==> config.mk <==
export PLATFORM = sky130hd
export DESIGN_NAME = adder_share_arbiter_flat
export DESIGN_NICKNAME = d
export VERILOG_FILES = /design/src/rtl/adder_share_arbiter_if.sv /design/src/rtl/adder_share_arbiter.sv /design/src/flat_wrapper.sv
export SDC_FILE = /design/constraint.sdc
export NUM_CORES = 1
export LEC_CHECK = 0
export CAP_MARGIN = 25
export CORE_AREA = 2 2 157 159
export CTS_CLUSTER_SIZE = 16
export DETAILED_ROUTE_END_ITERATION = 7
export DIE_AREA = 0 0 159 161
export PLACE_DENSITY = 0.69
export SLEW_MARGIN = 20
export SYNTH_ARGS = -nofsm -noshare
export SYNTH_HDL_FRONTEND = slang
export SYNTH_SLANG_ARGS = --single-unit
export TNS_END_PERCENT = 30
==> constraint.sdc <==
create_clock -name ACLK -period 4.44 [get_ports ACLK]
set_input_delay 0.666 -clock ACLK [delete_from_list [all_inputs] [get_ports ACLK]]
set_output_delay 0.666 -clock ACLK [all_outputs]
set_load 0.02 [all_outputs]
==> src/rtl/adder_share_arbiter_if.sv <==
// Requester / datapath bus bundle for adder_share_arbiter.
// slave  : the arbiter side (consumes requests and the datapath result)
// master : the requesters plus datapath side
interface adder_share_arbiter_if #(
   parameter int NUM_REQ    = 4,
   parameter int DATA_WIDTH = 32
);
   logic [NUM_REQ-1:0]            i_req;
   logic [NUM_REQ-1:0]            i_op;
   logic [NUM_REQ*DATA_WIDTH-1:0] i_opa;
   logic [NUM_REQ*DATA_WIDTH-1:0] i_opb;
   logic [DATA_WIDTH-1:0]         i_busr;
   logic [NUM_REQ-1:0]            o_gnt;
   logic [NUM_REQ-1:0]            o_done;
   logic [DATA_WIDTH-1:0]         o_result;
   logic [DATA_WIDTH-1:0]         o_busa;
   logic [DATA_WIDTH-1:0]         o_busb;
   logic                          o_op;
   logic                          o_is_busy;

   modport slave (
      input  i_req, i_op, i_opa, i_opb, i_busr,
      output o_gnt, o_done, o_result, o_busa, o_busb, o_op, o_is_busy
   );

   modport master (
      output i_req, i_op, i_opa, i_opb, i_busr,
      input  o_gnt, o_done, o_result, o_busa, o_busb, o_op, o_is_busy
   );
endinterface

==> src/rtl/adder_share_arbiter.sv <==
// Shares one combinational adder datapath between NUM_REQ requesters.
// One transaction: grant a requester, freeze its operands on the datapath
// buses for EXEC_CYCLES, capture the result and pulse o_done for one cycle.
// Build option ADDER_SHARE_ARBITER_FIXED_PRIO_EN: lowest requesting index
// always wins; otherwise round-robin starting after the last winner.
//
// state | meaning
// IDLE  | waiting for any request; buses hold last transaction's values
// EXEC  | grant and buses frozen; counting down EXEC_CYCLES
// DONE  | result captured, o_done pulsing; grant released on exit
module adder_share_arbiter #(
   parameter int NUM_REQ     = 4,
   parameter int DATA_WIDTH  = 32,
   parameter int EXEC_CYCLES = 1
) (
   input logic                   ACLK,
   input logic                   ARST,
   adder_share_arbiter_if.slave  bus
);
   localparam int IDX_W = (NUM_REQ > 1) ? $clog2(NUM_REQ) : 1;
   localparam int CNT_W = 4;

   typedef enum logic [1:0] {IDLE, EXEC, DONE} state_t;

   state_t                 state_q, state_d;
   logic [CNT_W-1:0]       cnt_q, cnt_d;
   logic [NUM_REQ-1:0]     gnt_q, gnt_d;
   logic [NUM_REQ-1:0]     done_q, done_d;
   logic [DATA_WIDTH-1:0]  result_q, result_d;
   logic [DATA_WIDTH-1:0]  busa_q, busa_d;
   logic [DATA_WIDTH-1:0]  busb_q, busb_d;
   logic                   op_q, op_d;

   logic [IDX_W-1:0]       win_idx;
   logic [NUM_REQ-1:0]     win_oh;
   logic [DATA_WIDTH-1:0]  opa_arr [NUM_REQ];
   logic [DATA_WIDTH-1:0]  opb_arr [NUM_REQ];

   for (genvar g = 0; g < NUM_REQ; g++) begin : g_unpack
      assign opa_arr[g] = bus.i_opa[g*DATA_WIDTH +: DATA_WIDTH];
      assign opb_arr[g] = bus.i_opb[g*DATA_WIDTH +: DATA_WIDTH];
   end

`ifdef ADDER_SHARE_ARBITER_FIXED_PRIO_EN
   // Winner is the lowest requesting index (descending scan, last hit wins).
   always_comb begin
      win_idx = '0;
      for (int i = NUM_REQ-1; i >= 0; i--) begin
         if (bus.i_req[i]) win_idx = IDX_W'(i);
      end
   end
`else
   logic [IDX_W-1:0] ptr_q, win_q;
   logic [IDX_W-1:0] hi_idx, lo_idx;
   logic             hi_found;

   // Round-robin: lowest requester above the last winner, else wrap to the lowest overall.
   always_comb begin
      hi_found = 1'b0;
      hi_idx   = '0;
      lo_idx   = '0;
      for (int i = NUM_REQ-1; i >= 0; i--) begin
         if (bus.i_req[i]) begin
            lo_idx = IDX_W'(i);
            if (IDX_W'(i) > ptr_q) begin
               hi_found = 1'b1;
               hi_idx   = IDX_W'(i);
            end
         end
      end
      win_idx = hi_found ? hi_idx : lo_idx;
   end

   // Remember the winner at grant; it becomes the priority pointer once the transaction ends.
   always_ff @(posedge ACLK or posedge ARST) begin
      if (ARST) begin
         ptr_q <= IDX_W'(NUM_REQ-1);
         win_q <= '0;
      end else begin
         if (state_q == IDLE && |bus.i_req) win_q <= win_idx;
         if (state_q == DONE) ptr_q <= win_q;
      end
   end
`endif

   assign win_oh = NUM_REQ'(1) << win_idx;

   // Next-state and datapath latch decisions.
   always_comb begin
      state_d  = state_q;
      cnt_d    = cnt_q;
      gnt_d    = gnt_q;
      done_d   = done_q;
      result_d = result_q;
      busa_d   = busa_q;
      busb_d   = busb_q;
      op_d     = op_q;
      unique case (state_q)
         IDLE: begin
            if (|bus.i_req) begin
               gnt_d   = win_oh;
               busa_d  = opa_arr[win_idx];
               busb_d  = opb_arr[win_idx];
               op_d    = bus.i_op[win_idx];
               cnt_d   = CNT_W'(EXEC_CYCLES-1);
               state_d = EXEC;
            end
         end
         EXEC: begin
            if (cnt_q == '0) begin
               result_d = bus.i_busr;
               done_d   = gnt_q;
               state_d  = DONE;
            end else begin
               cnt_d = cnt_q - CNT_W'(1);
            end
         end
         DONE: begin
            done_d  = '0;
            gnt_d   = '0;
            state_d = IDLE;
         end
         default: state_d = IDLE;
      endcase
   end

   // State and output registers; reset clears everything and aborts any transaction.
   always_ff @(posedge ACLK or posedge ARST) begin
      if (ARST) begin
         state_q  <= IDLE;
         cnt_q    <= '0;
         gnt_q    <= '0;
         done_q   <= '0;
         result_q <= '0;
         busa_q   <= '0;
         busb_q   <= '0;
         op_q     <= 1'b0;
      end else begin
         state_q  <= state_d;
         cnt_q    <= cnt_d;
         gnt_q    <= gnt_d;
         done_q   <= done_d;
         result_q <= result_d;
         busa_q   <= busa_d;
         busb_q   <= busb_d;
         op_q     <= op_d;
      end
   end

   assign bus.o_gnt     = gnt_q;
   assign bus.o_done    = done_q;
   assign bus.o_result  = result_q;
   assign bus.o_busa    = busa_q;
   assign bus.o_busb    = busb_q;
   assign bus.o_op      = op_q;
   assign bus.o_is_busy = (state_q != IDLE);
endmodule

==> src/flat_wrapper.sv <==
// flat-port wrapper written by rule: the top's interface ports become plain ports
module adder_share_arbiter_flat 
#(
   parameter int NUM_REQ     = 4,
   parameter int DATA_WIDTH  = 32,
   parameter int EXEC_CYCLES = 1
)
  (ACLK, ARST, bus_i_req, bus_i_op, bus_i_opa, bus_i_opb, bus_i_busr, bus_o_gnt, bus_o_done, bus_o_result, bus_o_busa, bus_o_busb, bus_o_op, bus_o_is_busy);
  adder_share_arbiter_if #(.NUM_REQ(NUM_REQ), .DATA_WIDTH(DATA_WIDTH)) bus_i ();
  input logic ACLK;
  input logic ARST;
  input wire logic [$bits(bus_i.i_req)-1:0] bus_i_req;
  input wire logic [$bits(bus_i.i_op)-1:0] bus_i_op;
  input wire logic [$bits(bus_i.i_opa)-1:0] bus_i_opa;
  input wire logic [$bits(bus_i.i_opb)-1:0] bus_i_opb;
  input wire logic [$bits(bus_i.i_busr)-1:0] bus_i_busr;
  output wire logic [$bits(bus_i.o_gnt)-1:0] bus_o_gnt;
  output wire logic [$bits(bus_i.o_done)-1:0] bus_o_done;
  output wire logic [$bits(bus_i.o_result)-1:0] bus_o_result;
  output wire logic [$bits(bus_i.o_busa)-1:0] bus_o_busa;
  output wire logic [$bits(bus_i.o_busb)-1:0] bus_o_busb;
  output wire logic [$bits(bus_i.o_op)-1:0] bus_o_op;
  output wire logic [$bits(bus_i.o_is_busy)-1:0] bus_o_is_busy;
  assign bus_i.i_req = bus_i_req;
  assign bus_i.i_op = bus_i_op;
  assign bus_i.i_opa = bus_i_opa;
  assign bus_i.i_opb = bus_i_opb;
  assign bus_i.i_busr = bus_i_busr;
  assign bus_o_gnt = bus_i.o_gnt;
  assign bus_o_done = bus_i.o_done;
  assign bus_o_result = bus_i.o_result;
  assign bus_o_busa = bus_i.o_busa;
  assign bus_o_busb = bus_i.o_busb;
  assign bus_o_op = bus_i.o_op;
  assign bus_o_is_busy = bus_i.o_is_busy;
  adder_share_arbiter #(.NUM_REQ(NUM_REQ), .DATA_WIDTH(DATA_WIDTH), .EXEC_CYCLES(EXEC_CYCLES)) u_core (.ACLK(ACLK), .ARST(ARST), .bus(bus_i));
endmodule
==> PnR_summary.wiki, run 1 <==
{| class="wikitable"
! Metric !! Value
|-
| Result of the run || finished clean
|-
| Number of cells traversed by the worst hold path || 2
|-
| Clk_skew || 0.0107 ns
|-
| Yosys warnings || 0
|-
| Register bit total from synthesis || 115
|-
| Hold Violations, Final || 0
|-
| Number of antenna violations at the first check in global routing || 1
|-
| Post-detailed-placement half-perimeter wirelength || 18900 um
|-
| Layout net count || 1358
|-
| Antenna Violating Nets Remaining || 0
|-
| Total met3 wirelength after detailed routing || 1840 um
|-
| Fraction of layout cells with a size suffix above 1 || 5.70%
|-
| Area share of and/or/nand/nor cells after synthesis || 14.3%
|-
| Critical Path Start Type || register
|-
| Total length of routed met2 wires || 12800 um
|-
| Leading area contributor after synthesis || sky130_fd_sc_hd__dfrtp_1
|-
| Count of distinct cell types in the synthesized netlist || 42
|-
| Startpoint of the lowest-slack hold path || u_core.bus.o_result[14]$_DFFE_PP0P_
|-
| Worst R2R Start || u_core.cnt_q[0]$_DFFE_PP0P_
|-
| Clk sink count || 115
|-
| Power Density || 643 nW/um2
|-
| Fraction of the cycle the final worst path needs || 65.8%
|-
| Die footprint || 25600 um2
|-
| Post-Syn Area || 6320 um2
|-
| Wirelength, routed || 25500 um
|-
| Cts-stage hold buffer count || 0
|-
| FP Rows || 57
|-
| Req. time, crit path || 4.75 ns
|-
| EDFF count, synth || 0
|-
| VDD IR max || 0.238 mV
|-
| Clock Root Buffer || sky130_fd_sc_hd__clkbuf_16
|-
| Largest net degree at the start of global routing || 99
|-
| Synth Net Count || 985
|-
| XOR/XNOR share of the synthesized area || 0.277%
|-
| Leading cell type in the layout, fill and taps excluded || sky130_fd_sc_hd__clkdlybuf4s50_1
|-
| Top-level port count || 404
|-
| Static Leakage || 4.51 nW
|-
| Final core utilization || 46.5%
|-
| Vias in the first global route || 6854
|-
| TritonCTS buffer count || 17
|-
| Arithmetic-cell share of the synthesized area counting full adders, half adders and majority gates || 0.396%
|-
| Dominant combinational cell family by area after synthesis || compound AO/OA/AOI/OAI gates
|-
| Cells on worst reg2reg path || 7
|-
| Max_cap viols || 0
|-
| Capture point of the worst reg-to-reg path || u_core.cnt_q[1]$_DFFE_PP0P_
|-
| Die Wd || 159 um
|-
| Maximum level of the CTS H-tree || 4
|-
| IO buf count || 403
|-
| Initial core utilization || 26.4%
|-
| Sequential share of the synthesized area || 45.6%
|-
| Start point of the critical path || u_core.cnt_q[0]$_DFFE_PP0P_
|-
| Commonest cells after routing, fill and taps aside || sky130_fd_sc_hd__clkdlybuf4s50_1 (403), sky130_fd_sc_hd__nand2_1 (119), sky130_fd_sc_hd__dfrtp_1 (113), sky130_fd_sc_hd__o22ai_1 (66)
|-
| Area added between synthesis and finish || 76.4%
|-
| Worst-path fanout max || 37
|-
| Top cell type's share of synthesized area || 44.8%
|-
| Post-Route Setup TNS || 0 ns
|-
| Topmost layer with routed signal wires || met4
|-
| R2R setup slack || 1.52 ns
|-
| Final period demand of the worst path || 2.92 ns
|-
| Fraction of the mapped netlist area in compound gates || 22.6%
|-
| Remaining max-slew budget at the tightest pin || 35.7%
|-
| Class of the most critical setup path || reg -> reg
|-
| Slew @ Worst Pin || 0.965 ns
|-
| Final count of pins violating max slew || 0
|-
| CORE AREA || 24000 um2
|-
| Maximum achievable frequency || 342 MHz
|-
| Unrepaired setup endpoints after global routing || false
|-
| Bufs on Longest Clock Path || 2
|-
| Synthesized instance count || 685
|-
| Async set-or-reset flop fraction in the synthesized netlist || 100%
|-
| Height of the die || 161 um
|-
| Post-synthesis mux area share || 10.7%
|-
| Number of setup buffers added after CTS || 0
|-
| Endpoint kind of the worst setup timing path || register
|-
| Worst hold-check path type || reg -> reg
|-
| Average size of a mapped cell || 9.22 um2
|-
| Worst endpoint data arrival time || 3.23 ns
|-
| CTS tree || built
|-
| Final GP Congestion || 0.921
|-
| Most area-consuming cells after synthesis || sky130_fd_sc_hd__dfrtp_1 (45%), sky130_fd_sc_hd__mux2i_1 (10%), sky130_fd_sc_hd__a221oi_1 (9.0%), sky130_fd_sc_hd__nand2_1 (7.1%), sky130_fd_sc_hd__o22ai_1 (6.5%)
|-
| Resize count post-CTS || 0
|-
| Final setup violation count || 0
|-
| Routed via count divided by cell count || 4.91
|-
| Number of DRC violations after detailed-routing iteration 0 || 441
|-
| Capture endpoint of the worst hold path || u_core.bus.o_result[14]$_DFFE_PP0P_
|-
| Routed WL per cell || 18.3 um
|-
| M1 WL || 10100 um
|-
| Wire length of the first global-routing pass || 38800 um
|-
| Routed via count || 6848
|-
| Leftover overflow at the end of global routing || 0
|-
| Skew-Pair Late Insertion Delay || 0.41 ns
|-
| Predominant post-synthesis flop cell || sky130_fd_sc_hd__dfrtp_1
|-
| Worst-path clk slew || 0.05 ns
|-
| Number of iterations in the first detailed-routing pass || 5
|-
| Overall routing resource usage || 19.4%
|-
| Drc violations || 0
|}
[stage by stage]
stage,setup slack (ns),hold slack [ns],instances,total power [mW],instance area [um2]
2_1_floorplan,0.733,0.446,685,4.21,6320
3_3_place_gp,1.19,0.455,1362,5.73,10500
3_5_place_dp,1.13,0.461,1363,5.84,10600
4_1_cts,1.47,0.475,1394,7.25,11100
5_1_grt,1.21,0.491,1394,7.63,11100
6_report,1.52,0.471,1395,7.17,11100
[area by class of cell]
type	count	area [um2]
diodes	1	2.50
fillers	2355	12800
multi-input cells	502	3080
well taps	324	405
flip-flops and latches	115	2880
clock buffers	23	488
repair buffers	414	4160
clock inverters	8	101
inverters	8	32.5
[Yosys cell counts (3+ instances only)]
master                       n
sky130_fd_sc_hd__nor2_1     65
sky130_fd_sc_hd__buf_4       8
sky130_fd_sc_hd__nand2b_1    6
sky130_fd_sc_hd__o21ai_1    10
sky130_fd_sc_hd__nand3_1     9
sky130_fd_sc_hd__o22ai_1    66
sky130_fd_sc_hd__clkbuf_1   26
sky130_fd_sc_hd__a221oi_1   65
sky130_fd_sc_hd__buf_2      10
sky130_fd_sc_hd__nand2_1   119
sky130_fd_sc_hd__buf_6      12
sky130_fd_sc_hd__mux2i_1    65
sky130_fd_sc_hd__o21ai_0    62
sky130_fd_sc_hd__a21oi_1     3
sky130_fd_sc_hd__dfrtp_1   113
sky130_fd_sc_hd__buf_1       3
sky130_fd_sc_hd__inv_1       8
sky130_fd_sc_hd__nor2_2      6
[worst max-delay path, cell delays in order (launching register included)]
cell and delay, ns:
sky130_fd_sc_hd__dfrtp_1 0.38, sky130_fd_sc_hd__inv_1 0.07, sky130_fd_sc_hd__ha_1 0.19, sky130_fd_sc_hd__or3b_1 0.19, sky130_fd_sc_hd__or2_2 0.60, sky130_fd_sc_hd__inv_1 0.59
sky130_fd_sc_hd__or3_1 0.57, sky130_fd_sc_hd__o31ai_1 0.22
[layer usage]
layer,global-route usage [%],vias up
met1,23.3,3202
met4,7.27,0
li1,-,3262
met2,33.5,337
met3,5.08,47
met5,0,-
[power by group]
| group | switching (mW) | total, mW | internal, mW | leakage, nW |
|---|---|---|---|---|
| Sequential | 0.339 | 1.88 | 1.54 | 1.29 |
| Combinational | 2.14 | 3.92 | 1.78 | 2.94 |
| Clock | 0.492 | 1.37 | 0.881 | 0.281 |
[registers in the layout, indices dropped and copies added (netlist names), 4 cells and up]
register	count
u_core.bus.o_result	32
u_core.bus.o_gnt	4
u_core.bus.o_busb	32
u_core.cnt_q	4
u_core.bus.o_done	4
u_core.bus.o_busa	32
[cells by family after synthesis]
kind of cell,after synthesis
adder cells (fa/ha/maj),2
AO/OA/AOI/OAI,213
XOR/XNOR,2
buffers and inverters,68
flip-flops,115
multiplexers,67
AND/OR/NAND/NOR,218
[worst max-delay path by stage]
stage / depth (start not counted) / end / slack (ns)
finish: 7 / u_core.cnt_q[1]$_DFFE_PP0P_ / 1.52
global placement: 6 / u_core.bus.o_busa[18]$_DFFE_PP0P_ / 1.19
floorplan: 1 / u_core.bus.o_busa[0]$_DFFE_PP0P_ / 0.73
detailed placement: 6 / u_core.bus.o_busa[18]$_DFFE_PP0P_ / 1.13
global route: 7 / u_core.cnt_q[1]$_DFFE_PP0P_ / 1.21
CTS: 7 / u_core.cnt_q[1]$_DFFE_PP0P_ / 1.47
(Power assumes the default switching activity.)
==> run 2: changes to the inputs <==
- clock period: 4.44 -> 3 ns (I/O delays scaled with it)
==> PnR_summary.wiki, run 2 (synthesized netlist as in run 1, its figures left out) <==
{| class="wikitable"
! Metric !! Value
|-
| Unrepaired setup endpoints after global routing || false
|-
| Remaining max-slew budget at the tightest pin || 46.6%
|-
| VDD IR max || 0.404 mV
|-
| Fraction of layout cells with a size suffix above 1 || 7.27%
|-
| Critical Path Start Type || primary input
|-
| Worst-path fanout max || 16
|-
| Wire length of the first global-routing pass || 40100 um
|-
| Result of the run || finished clean
|-
| Wirelength, routed || 26100 um
|-
| Worst hold-check path type || reg -> reg
|-
| Post-detailed-placement half-perimeter wirelength || 19300 um
|-
| Initial core utilization || 26.4%
|-
| Power Density || 963 nW/um2
|-
| Routed WL per cell || 18.5 um
|-
| Final GP Congestion || 0.832
|-
| Area added between synthesis and finish || 79.1%
|-
| Req. time, crit path || 3.32 ns
|-
| Clk_skew || 0.0120 ns
|-
| Clock Root Buffer || sky130_fd_sc_hd__clkbuf_16
|-
| Total power of the final layout || 10.9 mW
|-
| Largest net degree at the start of global routing || 116
|-
| IO buf count || 403
|-
| Height of the die || 161 um
|-
| TritonCTS buffer count || 17
|-
| R2R setup slack || 0.70 ns
|-
| Top-level port count || 404
|-
| FP Rows || 57
|-
| Capture point of the worst reg-to-reg path || u_core.bus.o_busa[29]$_DFFE_PP0P_
|-
| Final setup violation count || 0
|-
| Number of antenna cells inserted || 0
|-
| Final core utilization || 47.2%
|-
| Capturing instance or port of the critical path || u_core.bus.o_busa[29]$_DFFE_PP0P_
|-
| Hold slack final || 0.472 ns
|-
| Worst-path clk slew || 0.06 ns
|-
| Leading cell type in the layout, fill and taps excluded || sky130_fd_sc_hd__clkdlybuf4s50_1
|-
| DP Area || 10700 um2
|-
| Cells after DPL || 1378
|-
| Post-Route Setup TNS || 0 ns
|-
| Commonest cells after routing, fill and taps aside || sky130_fd_sc_hd__clkdlybuf4s50_1 (403), sky130_fd_sc_hd__nand2_1 (119), sky130_fd_sc_hd__dfrtp_1 (113), sky130_fd_sc_hd__o22ai_1 (66)
|-
| Leftover overflow at the end of global routing || 0
|-
| Routed via count divided by cell count || 4.90
|-
| Max_cap viols || 0
|-
| Post-Layout Cell Count || 1410
|-
| CTS tree || built
|-
| Endpoint kind of the worst setup timing path || register
|-
| Final period demand of the worst path || 2.43 ns
|-
| Worst R2R Start || u_core.ptr_q[1]$_DFFE_PP1P_
|-
| Worst endpoint data arrival time || 2.75 ns
|-
| Slew @ Worst Pin || 0.801 ns
|-
| Number of DRC violations after detailed-routing iteration 0 || 401
|-
| Clk sink count || 115
|-
| Vias in the first global route || 6983
|-
| Number of antenna violations at the first check in global routing || 0
|-
| Drc violations || 0
|-
| Layout net count || 1373
|-
| Antenna Violating Nets Remaining || 0
|-
| Skew-Pair Late Insertion Delay || 0.41 ns
|-
| Overall routing resource usage || 20.1%
|-
| Class of the most critical setup path || in -> reg
|-
| Number of setup buffers added after CTS || 0
|-
| Static Leakage || 4.62 nW
|-
| Worst slack after detailed placement || 0.149 ns
|-
| Number of iterations in the first detailed-routing pass || 7
|-
| CORE AREA || 24000 um2
|-
| Bufs on Longest Clock Path || 2
|-
| Die footprint || 25600 um2
|-
| Finished Cell Area || 11300 um2
|-
| Hold Violations, Final || 0
|-
| Final critical-path setup slack || 0.571 ns
|-
| Cells on worst reg2reg path || 6
|-
| Routed via count || 6910
|-
| Resize count post-CTS || 0
|-
| Die Wd || 159 um
|-
| Maximum level of the CTS H-tree || 4
|-
| Start point of the critical path || bus_i_req[1]
|-
| Fraction of the cycle the final worst path needs || 81.0%
|-
| Cts-stage hold buffer count || 0
|-
| Maximum achievable frequency || 412 MHz
|-
| Final count of pins violating max slew || 0
|}
[run 2: changes by cell type in the layout (fill, tap and decap cells not counted), sizes merged]
cell and delta:
bufinv +1, diode -1, clkbuf -6, clkinv +2, clkinvlp -1, buf +15, inv +5
[run 2: worst min path at each step]
stage	cells after the start	end	slack, ns	from
4_1_cts	2	u_core.bus.o_result[1]$_DFFE_PP0P_	0.48	u_core.bus.o_result[1]$_DFFE_PP0P_
2_1_floorplan	2	u_core.win_q[0]$_DFFE_PP0P_	0.45	u_core.win_q[0]$_DFFE_PP0P_
6_report	2	u_core.bus.o_result[30]$_DFFE_PP0P_	0.47	u_core.bus.o_result[30]$_DFFE_PP0P_
5_1_grt	2	u_core.bus.o_result[21]$_DFFE_PP0P_	0.49	u_core.bus.o_result[21]$_DFFE_PP0P_
3_3_place_gp	2	u_core.bus.o_result[27]$_DFFE_PP0P_	0.46	u_core.bus.o_result[27]$_DFFE_PP0P_
3_5_place_dp	2	u_core.bus.o_result[1]$_DFFE_PP0P_	0.46	u_core.bus.o_result[1]$_DFFE_PP0P_
[run 2: final cells by class]
type | instances | area [um2]
clock inverters | 15 | 195
multi-input cells | 502 | 3080
clock buffers | 17 | 425
well taps | 324 | 405
flip-flops and latches | 115 | 2880
fillers | 2322 | 12600
inverters | 8 | 33.8
repair buffers | 429 | 4300
[run 2: per-layer routing]
| layer | vias up | track usage (%) | share of wire, % |
|---|---|---|---|
| met5 | - | 0 | 0 |
| met3 | 37 | 4.98 | 6.7 |
| met4 | 0 | 6.53 | 2.3 |
| met1 | 3260 | 24.8 | 42 |
| met2 | 310 | 34.4 | 49 |
| li1 | 3303 | - | - |
[run 2: critical path, cell delays in order]
cell	delay, ns
sky130_fd_sc_hd__clkdlybuf4s50_1	0.58
sky130_fd_sc_hd__nor2b_1	0.21
sky130_fd_sc_hd__o221ai_1	0.15
sky130_fd_sc_hd__and3_1	0.71
sky130_fd_sc_hd__buf_4	0.34
sky130_fd_sc_hd__a221oi_1	0.11
sky130_fd_sc_hd__o22ai_1	0.19
[run 2: power breakdown]
group	switching, mW	leakage [nW]	internal, mW	total, mW
sequential	0.500	1.29	2.28	2.78
clock	0.833	0.303	1.33	2.17
combinational	3.21	3.02	2.75	5.95
total	4.54	4.62	6.36	10.9
